<file path="config.mk">
export PLATFORM = sky130hd
export DESIGN_NAME = line_burst_adaptor_flat
export DESIGN_NICKNAME = d
export VERILOG_FILES = /design/src/rtl/lba_pkg.sv /design/src/rtl/line_burst_adaptor_if.sv /design/src/rtl/line_beat_buffer.sv /design/src/rtl/line_burst_adaptor.sv /design/src/flat_wrapper.sv
export SDC_FILE = /design/constraint.sdc
export NUM_CORES = 1
export LEC_CHECK = 0
export BUFFER_PORTS_ARGS = -buffer_cell sky130_fd_sc_hd__buf_2
export CELL_PAD_IN_SITES_DETAIL_PLACEMENT = 0
export CELL_PAD_IN_SITES_GLOBAL_PLACEMENT = 1
export CORE_AREA = 2 2 278 280
export DETAILED_ROUTE_END_ITERATION = 12
export DIE_AREA = 0 0 280 282
export PLACE_DENSITY_LB_ADDON = 0.15
export REMOVE_ABC_BUFFERS = 1
export SLEW_MARGIN = 20
export SYNTH_ARGS = -nofsm -noshare
export SYNTH_HDL_FRONTEND = slang
export SYNTH_SLANG_ARGS = --single-unit
</file>
<file path="constraint.sdc">
create_clock -name clk -period 2.4 [get_ports clk]
set_input_delay 0.12 -clock clk [delete_from_list [all_inputs] [get_ports clk]]
set_output_delay 0.12 -clock clk [all_outputs]
set_load 0.05 [all_outputs]
</file>
<file path="src/rtl/lba_pkg.sv">
// Shared types and defaults for the cache-line / memory-burst adaptor.
package lba_pkg;

  localparam int LBA_LINE_W     = 256;
  localparam int LBA_BURST_W    = 64;
  localparam int LBA_BEATS      = LBA_LINE_W / LBA_BURST_W;
  localparam int LBA_BEAT_IDX_W = (LBA_BEATS > 1) ? $clog2(LBA_BEATS) : 1;
  localparam int LBA_ADDR_W     = 32;

  typedef enum logic [1:0] {
    IDLE     = 2'd0,
    RD_BURST = 2'd1,
    WR_BURST = 2'd2,
    DONE     = 2'd3
  } lba_state_e;

  // Beat-index width for an arbitrary beat count; a single-beat line still needs one bit.
  function automatic int lba_beat_idx_w(input int beats);
    return (beats > 1) ? $clog2(beats) : 1;
  endfunction

endpackage

</file>
<file path="src/rtl/line_burst_adaptor_if.sv">
// Bus bundles for the adaptor: the cache-side line port and the memory-side burst port.
interface lba_cache_if
  import lba_pkg::*;
#(
  parameter int LINE_W = LBA_LINE_W
);
  logic                  read_i;
  logic                  write_i;
  logic [LBA_ADDR_W-1:0] address_i;
  logic [LINE_W-1:0]     line_i;
  logic [LINE_W-1:0]     line_o;
  logic                  resp_o;

  modport master (
    output read_i, write_i, address_i, line_i,
    input  line_o, resp_o
  );

  modport slave (
    input  read_i, write_i, address_i, line_i,
    output line_o, resp_o
  );
endinterface

interface lba_mem_if
  import lba_pkg::*;
#(
  parameter int BURST_W = LBA_BURST_W
);
  logic                  read_o;
  logic                  write_o;
  logic [LBA_ADDR_W-1:0] address_o;
  logic [BURST_W-1:0]    burst_o;
  logic [BURST_W-1:0]    burst_i;
  logic                  resp_i;

  modport master (
    output read_o, write_o, address_o, burst_o,
    input  burst_i, resp_i
  );

  modport slave (
    input  read_o, write_o, address_o, burst_o,
    output burst_i, resp_i
  );
endinterface

</file>
<file path="src/rtl/line_beat_buffer.sv">
// One cache line of storage: full-line load, beat-indexed write and beat-indexed read.
module line_beat_buffer
  import lba_pkg::*;
#(
  parameter int LINE_W  = LBA_LINE_W,
  parameter int BURST_W = LBA_BURST_W,
  parameter int IDX_W   = LBA_BEAT_IDX_W
) (
  input  logic               clk,
  input  logic               rst,
  input  logic               i_load,
  input  logic [LINE_W-1:0]  i_line,
  input  logic               i_wr_en,
  input  logic [IDX_W-1:0]   i_wr_idx,
  input  logic [BURST_W-1:0] i_wr_beat,
  input  logic [IDX_W-1:0]   i_rd_idx,
  output logic [BURST_W-1:0] o_rd_beat,
  output logic [LINE_W-1:0]  o_line
);

  logic [LINE_W-1:0] r_line;

  // A full-line load takes priority; the FSM never asserts both in the same cycle.
  always_ff @(posedge clk) begin
    if (!rst) begin
      r_line <= '0;
    end else if (i_load) begin
      r_line <= i_line;
    end else if (i_wr_en) begin
      r_line[int'(i_wr_idx)*BURST_W +: BURST_W] <= i_wr_beat;
    end
  end

  assign o_rd_beat = r_line[int'(i_rd_idx)*BURST_W +: BURST_W];
  assign o_line    = r_line;

endmodule

</file>
<file path="src/rtl/line_burst_adaptor.sv">
// Converts single-cycle cache line requests into BEATS-long memory bursts.
// Optional LBA_PERF_CNT_EN adds completed read/write counters rd_count_o / wr_count_o.
module line_burst_adaptor
  import lba_pkg::*;
#(
  parameter int LINE_W  = LBA_LINE_W,
  parameter int BURST_W = LBA_BURST_W
) (
  input  logic        clk,
  input  logic        rst,
  lba_cache_if.slave  cache,
  lba_mem_if.master   mem
`ifdef LBA_PERF_CNT_EN
  ,
  output logic [31:0] rd_count_o,
  output logic [31:0] wr_count_o
`endif
);

  localparam int BEATS = LINE_W / BURST_W;
  localparam int IDX_W = lba_beat_idx_w(BEATS);
  localparam int OFF_W = $clog2(LINE_W / 8);

  localparam logic [IDX_W-1:0]      LAST_BEAT = IDX_W'(BEATS - 1);
  localparam logic [LBA_ADDR_W-1:0] ADDR_MASK = ~((LBA_ADDR_W'(1) << OFF_W) - LBA_ADDR_W'(1));

  lba_state_e             r_state;
  lba_state_e             w_state_nxt;
  logic [IDX_W-1:0]       r_beat;
  logic [LBA_ADDR_W-1:0]  r_addr;

  logic                   w_accept;
  logic                   w_beat_fire;
  logic                   w_load;
  logic                   w_store;
  logic [BURST_W-1:0]     w_rd_beat;
  logic [LINE_W-1:0]      w_line;

  always_ff @(posedge clk) begin
    if (!rst) begin
      r_state <= IDLE;
      r_beat  <= '0;
      r_addr  <= '0;
    end else begin
      r_state <= w_state_nxt;
      if (w_accept) begin
        r_addr <= cache.address_i & ADDR_MASK;
        r_beat <= '0;
      end else if (w_beat_fire) begin
        r_beat <= (r_beat == LAST_BEAT) ? '0 : r_beat + IDX_W'(1);
      end
    end
  end

  // Write wins over read when both are presented in IDLE; acks outside a burst are dropped.
  always_comb begin
    w_state_nxt = r_state;
    w_accept    = 1'b0;
    w_beat_fire = 1'b0;
    unique case (r_state)
      IDLE: begin
        if (cache.write_i) begin
          w_state_nxt = WR_BURST;
          w_accept    = 1'b1;
        end else if (cache.read_i) begin
          w_state_nxt = RD_BURST;
          w_accept    = 1'b1;
        end
      end
      RD_BURST, WR_BURST: begin
        if (mem.resp_i) begin
          w_beat_fire = 1'b1;
          if (r_beat == LAST_BEAT) begin
            w_state_nxt = DONE;
          end
        end
      end
      DONE: begin
        w_state_nxt = IDLE;
      end
      default: begin
        w_state_nxt = IDLE;
      end
    endcase
  end

  assign w_load  = w_accept & cache.write_i;
  assign w_store = w_beat_fire & (r_state == RD_BURST);

  line_beat_buffer #(
    .LINE_W  (LINE_W),
    .BURST_W (BURST_W),
    .IDX_W   (IDX_W)
  ) u_buf (
    .clk       (clk),
    .rst       (rst),
    .i_load    (w_load),
    .i_line    (cache.line_i),
    .i_wr_en   (w_store),
    .i_wr_idx  (r_beat),
    .i_wr_beat (mem.burst_i),
    .i_rd_idx  (r_beat),
    .o_rd_beat (w_rd_beat),
    .o_line    (w_line)
  );

  assign mem.read_o    = (r_state == RD_BURST);
  assign mem.write_o   = (r_state == WR_BURST);
  assign mem.address_o = r_addr;
  assign mem.burst_o   = (r_state == WR_BURST) ? w_rd_beat : '0;

  assign cache.resp_o  = (r_state == DONE);
  assign cache.line_o  = w_line;

`ifdef LBA_PERF_CNT_EN
  logic        r_is_wr;
  logic [31:0] r_rd_count;
  logic [31:0] r_wr_count;

  always_ff @(posedge clk) begin
    if (!rst) begin
      r_is_wr    <= 1'b0;
      r_rd_count <= '0;
      r_wr_count <= '0;
    end else begin
      if (w_accept) begin
        r_is_wr <= cache.write_i;
      end
      if (r_state == DONE) begin
        if (r_is_wr) begin
          r_wr_count <= r_wr_count + 32'd1;
        end else begin
          r_rd_count <= r_rd_count + 32'd1;
        end
      end
    end
  end

  assign rd_count_o = r_rd_count;
  assign wr_count_o = r_wr_count;
`endif

endmodule

</file>
<file path="src/flat_wrapper.sv">
// flat-port wrapper written by rule: the top's interface ports become plain ports
module line_burst_adaptor_flat import lba_pkg::*;
#(
  parameter int LINE_W  = LBA_LINE_W,
  parameter int BURST_W = LBA_BURST_W
)
  (clk, rst, cache_read_i, cache_write_i, cache_address_i, cache_line_i, cache_line_o, cache_resp_o, mem_read_o, mem_write_o, mem_address_o, mem_burst_o, mem_burst_i, mem_resp_i);
  lba_cache_if #(.LINE_W(LINE_W)) cache_i ();
  lba_mem_if #(.BURST_W(BURST_W)) mem_i ();
  input  logic clk;
  input  logic rst;
  input wire logic [$bits(cache_i.read_i)-1:0] cache_read_i;
  input wire logic [$bits(cache_i.write_i)-1:0] cache_write_i;
  input wire logic [$bits(cache_i.address_i)-1:0] cache_address_i;
  input wire logic [$bits(cache_i.line_i)-1:0] cache_line_i;
  output wire logic [$bits(cache_i.line_o)-1:0] cache_line_o;
  output wire logic [$bits(cache_i.resp_o)-1:0] cache_resp_o;
  output wire logic [$bits(mem_i.read_o)-1:0] mem_read_o;
  output wire logic [$bits(mem_i.write_o)-1:0] mem_write_o;
  output wire logic [$bits(mem_i.address_o)-1:0] mem_address_o;
  output wire logic [$bits(mem_i.burst_o)-1:0] mem_burst_o;
  input wire logic [$bits(mem_i.burst_i)-1:0] mem_burst_i;
  input wire logic [$bits(mem_i.resp_i)-1:0] mem_resp_i;
  assign cache_i.read_i = cache_read_i;
  assign cache_i.write_i = cache_write_i;
  assign cache_i.address_i = cache_address_i;
  assign cache_i.line_i = cache_line_i;
  assign cache_line_o = cache_i.line_o;
  assign cache_resp_o = cache_i.resp_o;
  assign mem_read_o = mem_i.read_o;
  assign mem_write_o = mem_i.write_o;
  assign mem_address_o = mem_i.address_o;
  assign mem_burst_o = mem_i.burst_o;
  assign mem_i.burst_i = mem_burst_i;
  assign mem_i.resp_i = mem_resp_i;
  line_burst_adaptor #(.LINE_W(LINE_W), .BURST_W(BURST_W)) u_core (.clk(clk), .rst(rst), .cache(cache_i), .mem(mem_i));
endmodule
</file>
# Word-level counts from Yosys, hierarchy flattened
# Cells that the tools add are included.
# W data, S select, Z words.
[word_totals] register_bits=287 latchBits=0 ramBits=0 rom_bits=0 input_bits=357 out_inout_bits=355 word_cells=39 memories=0
[classes] n_addsub=2 n_mul=0 n_div=0 magnitude_cmp=0 n_eq_ne=7 shift=3 mux=15 n_bitwise=3 reduce_logical=5
[op_table] cell="$mux W256" count=2
[op_table] cell="$bwmux W256" count=1
[op_table] cell="$shift A64 B33 Y256 const A" count=1
[op_table] cell="$shiftx A256 B9 Y64" count=1
[op_table] cell="$shiftx A64 B33 Y256" count=1
[op_table] cell="$mux W64" count=1
[op_table] cell="$neg A8 Y33" count=1
[op_table] cell="$mux W2" count=5
[op_table] cell="$eq A2 B2 Y1 const B" count=3
[op_table] cell="$pmux W2 S3" count=1
[op_table] cell="$mux W1" count=5
[op_table] cell="$reduce_or A2 Y1" count=2
[op_table] cell="$ne A3 B3 Y1 const B" count=1
[op_table] cell="$reduce_and A3 Y1" count=1
[op_table] cell="$add A2 B1 Y2 const B" count=1
[op_table] cell="$and A1 B1 Y1" count=2
[op_table] cell="$eq A2 B1 Y1 const B" count=1
[op_table] cell="$logic_not A2 Y1" count=1
[op_table] cell="$ne A2 B1 Y1 const B" count=1
[op_table] cell="$ne A2 B2 Y1 const B" count=1
[op_table] cell="$reduce_bool A2 Y1" count=1
[op_table] cell="$not A1 Y1" count=1

# Depth between registers and ports, before layout
# Gate-level depths: netlist (run 1).
[depth] depth_word=6 depth_mapped=10 depth_no_buf=5

# Hierarchy
# From an unflattened synthesis (run 1), not the netlist that was laid out.
[hier_totals] hier_cells=1493 hier_area_um2=14585.2
[modules_own_cells] mod="line_beat_buffer" instances=1 cells_per_inst=1265 area_per_inst_um2=12718.4 seq_area_each_um2=5124.9
[modules_own_cells] mod="line_burst_adaptor" instances=1 cells_per_inst=228 area_per_inst_um2=1866.8 seq_area_each_um2=620.6

# Worst setup path before layout (run 1)
# Ideal clock, no wire load.
[synth_path] path_type="register -> register" startpoint="register u_core.r_beat[1]" endpoint="register u_core.u_buf.r_line[106], in the netlist u_core.u_buf.o_line[106]" setup_ns=0.122 arrival_ns=2.311 required_time_ns=2.278 path_slack_ns=-0.033 path_stages_with_launch=10 n_path_buf=4 synth_period_minus_slack_ns=2.433 path_cell_list="dfxtp_1 > buf_2 > buf_1 > inv_1 > ha_1 > and4b_1 > buf_6 > and4_4 > buf_6 > a221o_1"
[synth_via] elab_chain_cells=5 word_cells_on_any_way=6 classes_between="1 x add/sub; 2 x shift; 3 x mux"
[synth_lines] item="from (decl)" line="line_burst_adaptor.sv:29" source="logic [IDX_W-1:0] r_beat;"
[synth_lines] item="from (signal assigned)" line="line_burst_adaptor.sv:50" source="r_beat <= (r_beat == LAST_BEAT) ? '0 : r_beat + IDX_W'(1);"
[synth_lines] item="$neg A8 Y33 *" line="line_beat_buffer.sv:30" source="r_line[int'(i_wr_idx)*BURST_W +: BURST_W] <= i_wr_beat;"
[synth_lines] item="$shiftx A64 B33 Y256 / $shift A64 B33 Y256 (equally long branches)" line="line_beat_buffer.sv:30"
[synth_lines] item="$bwmux W256 *" line="line_beat_buffer.sv:30"
[synth_lines] item="$mux W256 *" line="line_beat_buffer.sv:29" source="end else if (i_wr_en) begin"
[synth_lines] item="$mux W256 *" line="line_beat_buffer.sv:27" source="end else if (i_load) begin"
[synth_lines] item="to (signal assigned)" line="line_beat_buffer.sv:28" source="r_line <= i_line;"
[synth_lines] item="to (signal, indexed assignment)" line="line_beat_buffer.sv:30"
[synth_lines] item="to (decl)" line="line_beat_buffer.sv:21" source="logic [LINE_W-1:0] r_line;"
# Mark *: on every way between the ends. The rest lies on a longest branch, timed or not. The select of a mux whose other input is x is not followed.
# A chain may end at the register's enable or synchronous reset.

# Worst setup path after layout (run 1)
[layout_path] startpoint="register u_core.r_beat[0]" endpoint="output port mem_burst_o[14]"
[layout_via] elab_chain_cells=2
[layout_lines] item="$shiftx A256 B9 Y64" line="line_beat_buffer.sv:34" source="assign o_rd_beat = r_line[int'(i_rd_idx)*BURST_W +: BURST_W];"
[layout_lines] item="$mux W64" line="line_burst_adaptor.sv:110" source="assign mem.burst_o = (r_state == WR_BURST) ? w_rd_beat : '0;"
[layout_lines] item="to (decl)" line="flat_wrapper.sv:21" source="output wire logic [$bits(mem_i.burst_o)-1:0] mem_burst_o;"
# No other way between the ends.

==> flow_summary.yaml, run 1 <==
power:
  p_sw_frac: 0.495
  peakVddDrop_mv: 0.529
  comb_power_share: 0.534
  p_leak_nw: 11.2
  power.total_mw: 27.8
  powerDensity_mw_per_mm2: 1110
  seq_power_share: 0.260
  p_int_mw: 14.0
  power.net_switching_mw: 13.7
  p_clk_frac: 0.206
critical_path:
  crit_required_ns: 2.28
  crit_path_max_incr_delay_ns: 0.50
  worstPathArrival_ns: 2.21
  r2r-start: "u_core.r_state[0]$_SDFFE_PN0P_"
  worstSetupPathDepth: 5
  crit_path_cell_trace: "buf_8 -> buf_16 -> mux4_2 -> and2_1 -> buf_2"
  cp_num_buf_inv: 3
  crit_slowest_cell: "mux4_2"
  crit_fanout: 6
  path_class: "reg2out"
  r2r-end: "u_core.u_buf.o_line[24]$_SDFFE_PN0P_"
  start_kind: "flip-flop"
  r2r_slack_ns: 0.22
  endpoint: "mem_burst_o[14]"
  cp-startpoint: "u_core.r_beat[0]$_SDFFE_PP0P_"
  crit_family: "buffers and inverters"
  cp-end-kind: "output pin"
  r2r.worst_path.cells: 7
die:
  io_pins: 712
  core_area_mm2: 0.0757
  chipWidth_um: 280
  die-area_mm2: 0.0790
  rows: 101
  die_h_um: 282
  start_util: 0.198
route:
  vias: 18000
  drt_iter0_drc: 1213
  wl_um: 91500
  wl_per_cell_um: 25.1
  drcViolationCount: 0
  ant_nets: 0
  drt-pass1-iter-count: 6
  avgViaCountPerCell: 4.94
synthesis:
  synth_edf_count: 0
  yosysWarningCount: 0
  ys_seq_area_frac: 0.383
  syn_inst: 1661
  synth_area_per_cell_um2: 9.03
  async_reset_ff_frac: 0
  yosys_most_used_dff: "dfxtp_1"
  ys_types: 39
  syn_area_mm2: 0.0150
  ys_ff_latch: 287
cts:
  clk_pin_slew_worst_paths_ns: 0.06
  clk_latency_ns: 0.55
  cts_made_buffers: 39
  clock-sinks: 287
  clockBufferDepth: 3
  cts_tree: "yes"
  root_buffer: "clkbuf_16"
  htree_levels: 2
cells_and_area:
  drive_gt1_frac: 0.350
  fin_nets: 3007
  mostFrequentLayoutCells: "buf_2 (688), dlygate4sd3_1 (349), dfxtp_1 (285), a21oi_1 (275), nand3_1 (148)"
  fillCellCount: 8041
  final_cells: 3649
  fin_util: 0.331
  syn_to_final_growth_pct: 67.0
  final_common_cell: "buf_2"
  fin_area_mm2: 0.0250
placement:
  port_buffers: 701
  dp_slack_ns: 0.251
  place_inst: 3219
  dp_hpwl_um: 61400
  dpl_cell_area_mm2: 0.0200
  gp_congestion: 0.823
sta:
  hold_violations: 0
  setup-violations-final: 0
  clock.fmax_ghz: 0.429
  worst_slack_ns: 0.0669
  period_share: 0.972
  post-route-min-period_ns: 2.33
  final_max_slew_viol_count: 0
  rsz0062_at_grt: "no"
  worst_slew_pin_slew_ns: 0.646
  relSlewSlack: 0.569
  finClkSkew_ns: 0.0120
  finalHoldWorstSlack_ns: 0.106
  tns_ns: 0
grt:
  overflow: 0
  grt_pass1_wl_um: 130000
  grt_use_total: 0.221
  grt_start_max_net_pins: 73
  grt_pass1_vias: 18300
  antenna_found_initial: 7
outcome:
  outcome: "complete, no violations"
job:
  cap_violations: 0
min_path:
  hold_path_class: "in2reg"
-- per-layer routing --
layer	vias up	routed length, µm	track usage
li1	8219	-	-
met1	8912	38500	0.277
met2	762	45100	0.387
met3	128	5390	0.0407
met4	10	2440	0.0632
met5	-	56	0
-- worst reg2reg max path, stage by stage (launching register included) --
cell and delay, ns:
dfxtp_1 0.34, inv_1 0.13, ha_1 0.49, buf_4 0.23, a32o_4 0.31, buf_4 0.35
o21ai_0 0.13, a21oi_1 0.14
-- sequential cells by signal, indices dropped and copies added (netlist names) --
register and count:
u_core.u_buf.o_line 256, u_core.mem.address_o 27, u_core.r_beat 2, u_core.r_state 2
-- cell families (layout without fill, tap and decap cells) --
group                    after synthesis  after routing  synth area share
AND/OR/NAND/NOR                      400            400             0.146
other                                  1              8          0.000250
adder cells (fa/ha/maj)                9              9           0.00751
buffers and inverters                206           1209            0.0618
flip-flops                           287            287             0.383
multiplexers                         211            211             0.194
AO/OA/AOI/OAI                        547            547             0.207
-- power by group through the flow --
| stage | registers (mW) | logic [mW] | clock network, mW |
|---|---|---|---|
| 2_1_floorplan | 10.8 | 4.56 | 0 |
| 3_3_place_gp | 7.28 | 14.0 | 0 |
| 3_5_place_dp | 7.29 | 14.1 | 0 |
| 4_1_cts | 7.21 | 14.9 | 5.94 |
| 5_1_grt | 7.37 | 15.6 | 6.12 |
| 6_report | 7.23 | 14.8 | 5.73 |
-- Yosys cell counts, types with 2 or more instances --
library cell,number,area share
buf_1,12,0.0030
o21ai_1,2,0.00067
a22oi_1,99,0.050
clkbuf_1,104,0.026
nor2_1,3,0.00075
a221o_1,11,0.0073
and2_1,77,0.032
dfxtp_1,287,0.38
mux2i_1,147,0.098
nand2_1,58,0.015
ha_1,9,0.0075
buf_6,3,0.0023
nand3_1,151,0.050
a21oi_1,275,0.092
o21ai_0,145,0.048
inv_1,6,0.0015
and3_1,3,0.0013
nor3b_1,3,0.0015
mux4_2,64,0.096
a32o_1,4,0.0027
buf_2,68,0.023
buf_4,12,0.0060
nand4_1,99,0.041
a32oi_1,3,0.0018
and4bb_2,2,0.0017
-- worst min-delay path by stage --
stage / startpoint / end / cells past startpoint
2_1_floorplan: cache_address_i[10] / u_core.mem.address_o[10]$_SDFFE_PN0P_ / 2
3_3_place_gp: cache_address_i[18] / u_core.mem.address_o[18]$_SDFFE_PN0P_ / 3
3_5_place_dp: cache_address_i[17] / u_core.mem.address_o[17]$_SDFFE_PN0P_ / 3
4_1_cts: mem_resp_i / u_core.r_beat[1]$_SDFFE_PP0P_ / 3
5_1_grt: mem_resp_i / u_core.r_beat[1]$_SDFFE_PP0P_ / 3
6_report: mem_resp_i / u_core.r_beat[1]$_SDFFE_PP0P_ / 3
-- area by class of cell --
cell class	count	area, µm²	area share
Timing Repair Buffer	1135	8320	0.332
Inverter	6	25.0	0.000999
Clock inverter	4	21.3	0.000850
Sequential cell	287	5750	0.230
Tap cell	978	1220	0.0489
Multi-Input combinational cell	1172	8500	0.339
Antenna cell	3	7.51	0.000300
Clock buffer	64	1190	0.0476
-- timing repair --
action / CTS / global route
endpoints found under the hold margin: 286 / 0
pin swaps: 0 / 1
cloned: 5 / 0
gates resized for setup: 23 / 16
hold buffers: 349 / 0
setup endpoints to repair: 64 / 24
setup buffers: 4 / 2
(Power assumes the default switching activity.)
==> run 2: changes to the inputs <==
Settings changed: PLACE_DENSITY from default to 0.54, PLACE_DENSITY_LB_ADDON 0.15 to default.
==> flow_summary.yaml, run 2 (same netlist as run 1, synthesis figures left out) <==
die:
  start_util: 0.198
  die-area_mm2: 0.0790
  rows: 101
  core_area_mm2: 0.0757
  die_h_um: 282
  chipWidth_um: 280
  io_pins: 712
grt:
  antenna_found_initial: 3
  grt_start_max_net_pins: 146
  grt_pass1_vias: 18500
  overflow: 0
  grt_pass1_wl_um: 122000
  grt_use_total: 0.205
critical_path:
  cp_num_buf_inv: 2
  r2r-start: "u_core.r_beat[0]$_SDFFE_PP0P_"
  cp-end-kind: "output pin"
  start_kind: "flip-flop"
  crit_path_cell_trace: "buf_6 -> mux4_2 -> and2_1 -> buf_2"
  crit_family: "buffers and inverters"
  r2r-end: "u_core.u_buf.o_line[102]$_SDFFE_PN0P_"
  crit_fanout: 39
  worstPathArrival_ns: 2.24
  crit_path_max_incr_delay_ns: 0.45
  r2r_slack_ns: 0.19
  r2r.worst_path.cells: 7
  crit_slowest_cell: "buf_6"
  crit_required_ns: 2.28
  path_class: "reg2out"
cells_and_area:
  multi_input_area_mm2: 0.00850
  drive_gt1_frac: 0.350
  syn_to_final_growth_pct: 64.9
  largest_reg_flops: 256
  mostFrequentLayoutCells: "buf_2 (671), dlygate4sd3_1 (351), dfxtp_1 (285), a21oi_1 (275), nand3_1 (148)"
  fin_area_mm2: 0.0247
  seq_area_mm2: 0.00575
  fillCellCount: 7946
  fin_nets: 2992
  fin_util: 0.327
  final_common_cell: "buf_2"
cts:
  clk_latency_ns: 0.57
  post-cts-setup-buffers: 0
  clk_pin_slew_worst_paths_ns: 0.06
  clock-sinks: 287
  cts_tree: "yes"
  root_buffer: "clkbuf_16"
  htree_levels: 2
  clockBufferDepth: 3
  cts_made_buffers: 39
sta:
  relSlewSlack: 0.378
  rsz0062_at_grt: "yes"
  finalHoldWorstSlack_ns: 0.351
  worst_slew_pin_slew_ns: 0.933
  finClkSkew_ns: 0.0280
  final_max_slew_viol_count: 0
  hold_violations: 0
  period_share: 0.981
  post-route-min-period_ns: 2.36
  clock.fmax_ghz: 0.425
  tns_ns: 0
  setup-violations-final: 0
outcome:
  outcome: "complete, no violations"
job:
  cap_violations: 0
placement:
  dp_hpwl_um: 56700
  gp_congestion: 0.846
  dpl_cell_area_mm2: 0.0198
  port_buffers: 701
route:
  avgViaCountPerCell: 4.96
  drcViolationCount: 0
  wl_um: 85000
  drt_iter0_drc: 1215
  drt-pass1-iter-count: 5
  vias: 18000
  ant_nets: 0
  wl_per_cell_um: 23.4
min_path:
  hold_path_class: "in2reg"
  hold_start: "cache_write_i"
  holdPathStages: 4
  min_to: "u_core.r_state[0]$_SDFFE_PN0P_"
power:
  powerDensity_mw_per_mm2: 1100
  p_leak_nw: 11.0
  power.total_mw: 27.2
  peakVddDrop_mv: 0.838
[run 2: cell types whose count changed in the layout (fill, tap and decap cells not counted), sizes merged]
cell         change
clkbuf           -9
clkinv           +8
clkinvlp         +2
dlygate4sd3      +2
diode            +1
buf             -17
inv              +2
[run 2: layout make-up]
| type | instances | area share |
|---|---|---|
| diodes | 4 | 0.000405 |
| clock inverters | 16 | 0.00405 |
| flip-flops and latches | 287 | 0.233 |
| repair buffers | 1120 | 0.324 |
| well taps | 978 | 0.0495 |
| multi-input cells | 1172 | 0.344 |
| inverters | 6 | 0.00101 |
| clock buffers | 55 | 0.0447 |
[run 2: worst register-to-register path, cell delays in order (launching register included)]
cell     delay, ns
dfxtp_4       0.40
inv_1         0.09
ha_1          0.30
buf_4         0.19
and4b_4       0.39
buf_4         0.38
nand4_1       0.20
a21oi_1       0.17
[run 2: power by group]
group	switching [mW]	leakage, nW	internal, mW
clock network	2.45	0.599	3.22
registers	1.18	2.37	6.03
logic	9.93	8.05	4.35
[run 2: what timing repair did]
| item | CTS | global route |
|---|---|---|
| setup endpoints to repair | 56 | 31 |
| gates cloned | 0 | 0 |
| pin swaps | 0 | 1 |
| hold endpoints to repair | 286 | 0 |
| hold buffers | 351 | 0 |
| resized for setup | 50 | 15 |
[run 2: worst max-delay path by stage]
stage | slack (ns) | endpoint | startpoint | cells past startpoint
global route | -0.03 | mem_burst_o[37] | u_core.r_beat[0]$_SDFFE_PP0P_ | 4
CTS | -0.03 | mem_burst_o[9] | u_core.r_beat[0]$_SDFFE_PP0P_ | 4
detailed placement | 0.17 | u_core.u_buf.o_line[102]$_SDFFE_PN0P_ | u_core.r_state[0]$_SDFFE_PN0P_ | 8
finish | 0.04 | mem_burst_o[50] | u_core.r_beat[1]$_SDFFE_PP0P_ | 4
floorplan | -7.63 | u_core.u_buf.o_line[104]$_SDFFE_PN0P_ | u_core.r_state[0]$_SDFFE_PN0P_ | 5
global placement | 0.14 | u_core.u_buf.o_line[116]$_SDFFE_PN0P_ | u_core.r_state[0]$_SDFFE_PN0P_ | 5
[run 2: layer usage]
layer / wire, µm / GRT usage / part of all wire / up-vias
met1: 34000 / 0.250 / 0.40 / 8793
met4: 2590 / 0.0743 / 0.030 / 0
met2: 42500 / 0.357 / 0.50 / 882
li1: - / - / - / 8204
met3: 5910 / 0.0380 / 0.070 / 151
met5: 0 / 0 / 0 / -
[run 2: metrics by stage]
step | worst slack, ns | instances
2_1_floorplan | -7.63 | 1465
3_3_place_gp | 0.136 | 3212
3_5_place_dp | 0.168 | 3212
4_1_cts | -0.0277 | 3634
5_1_grt | -0.0333 | 3634
6_report | 0.0445 | 3638
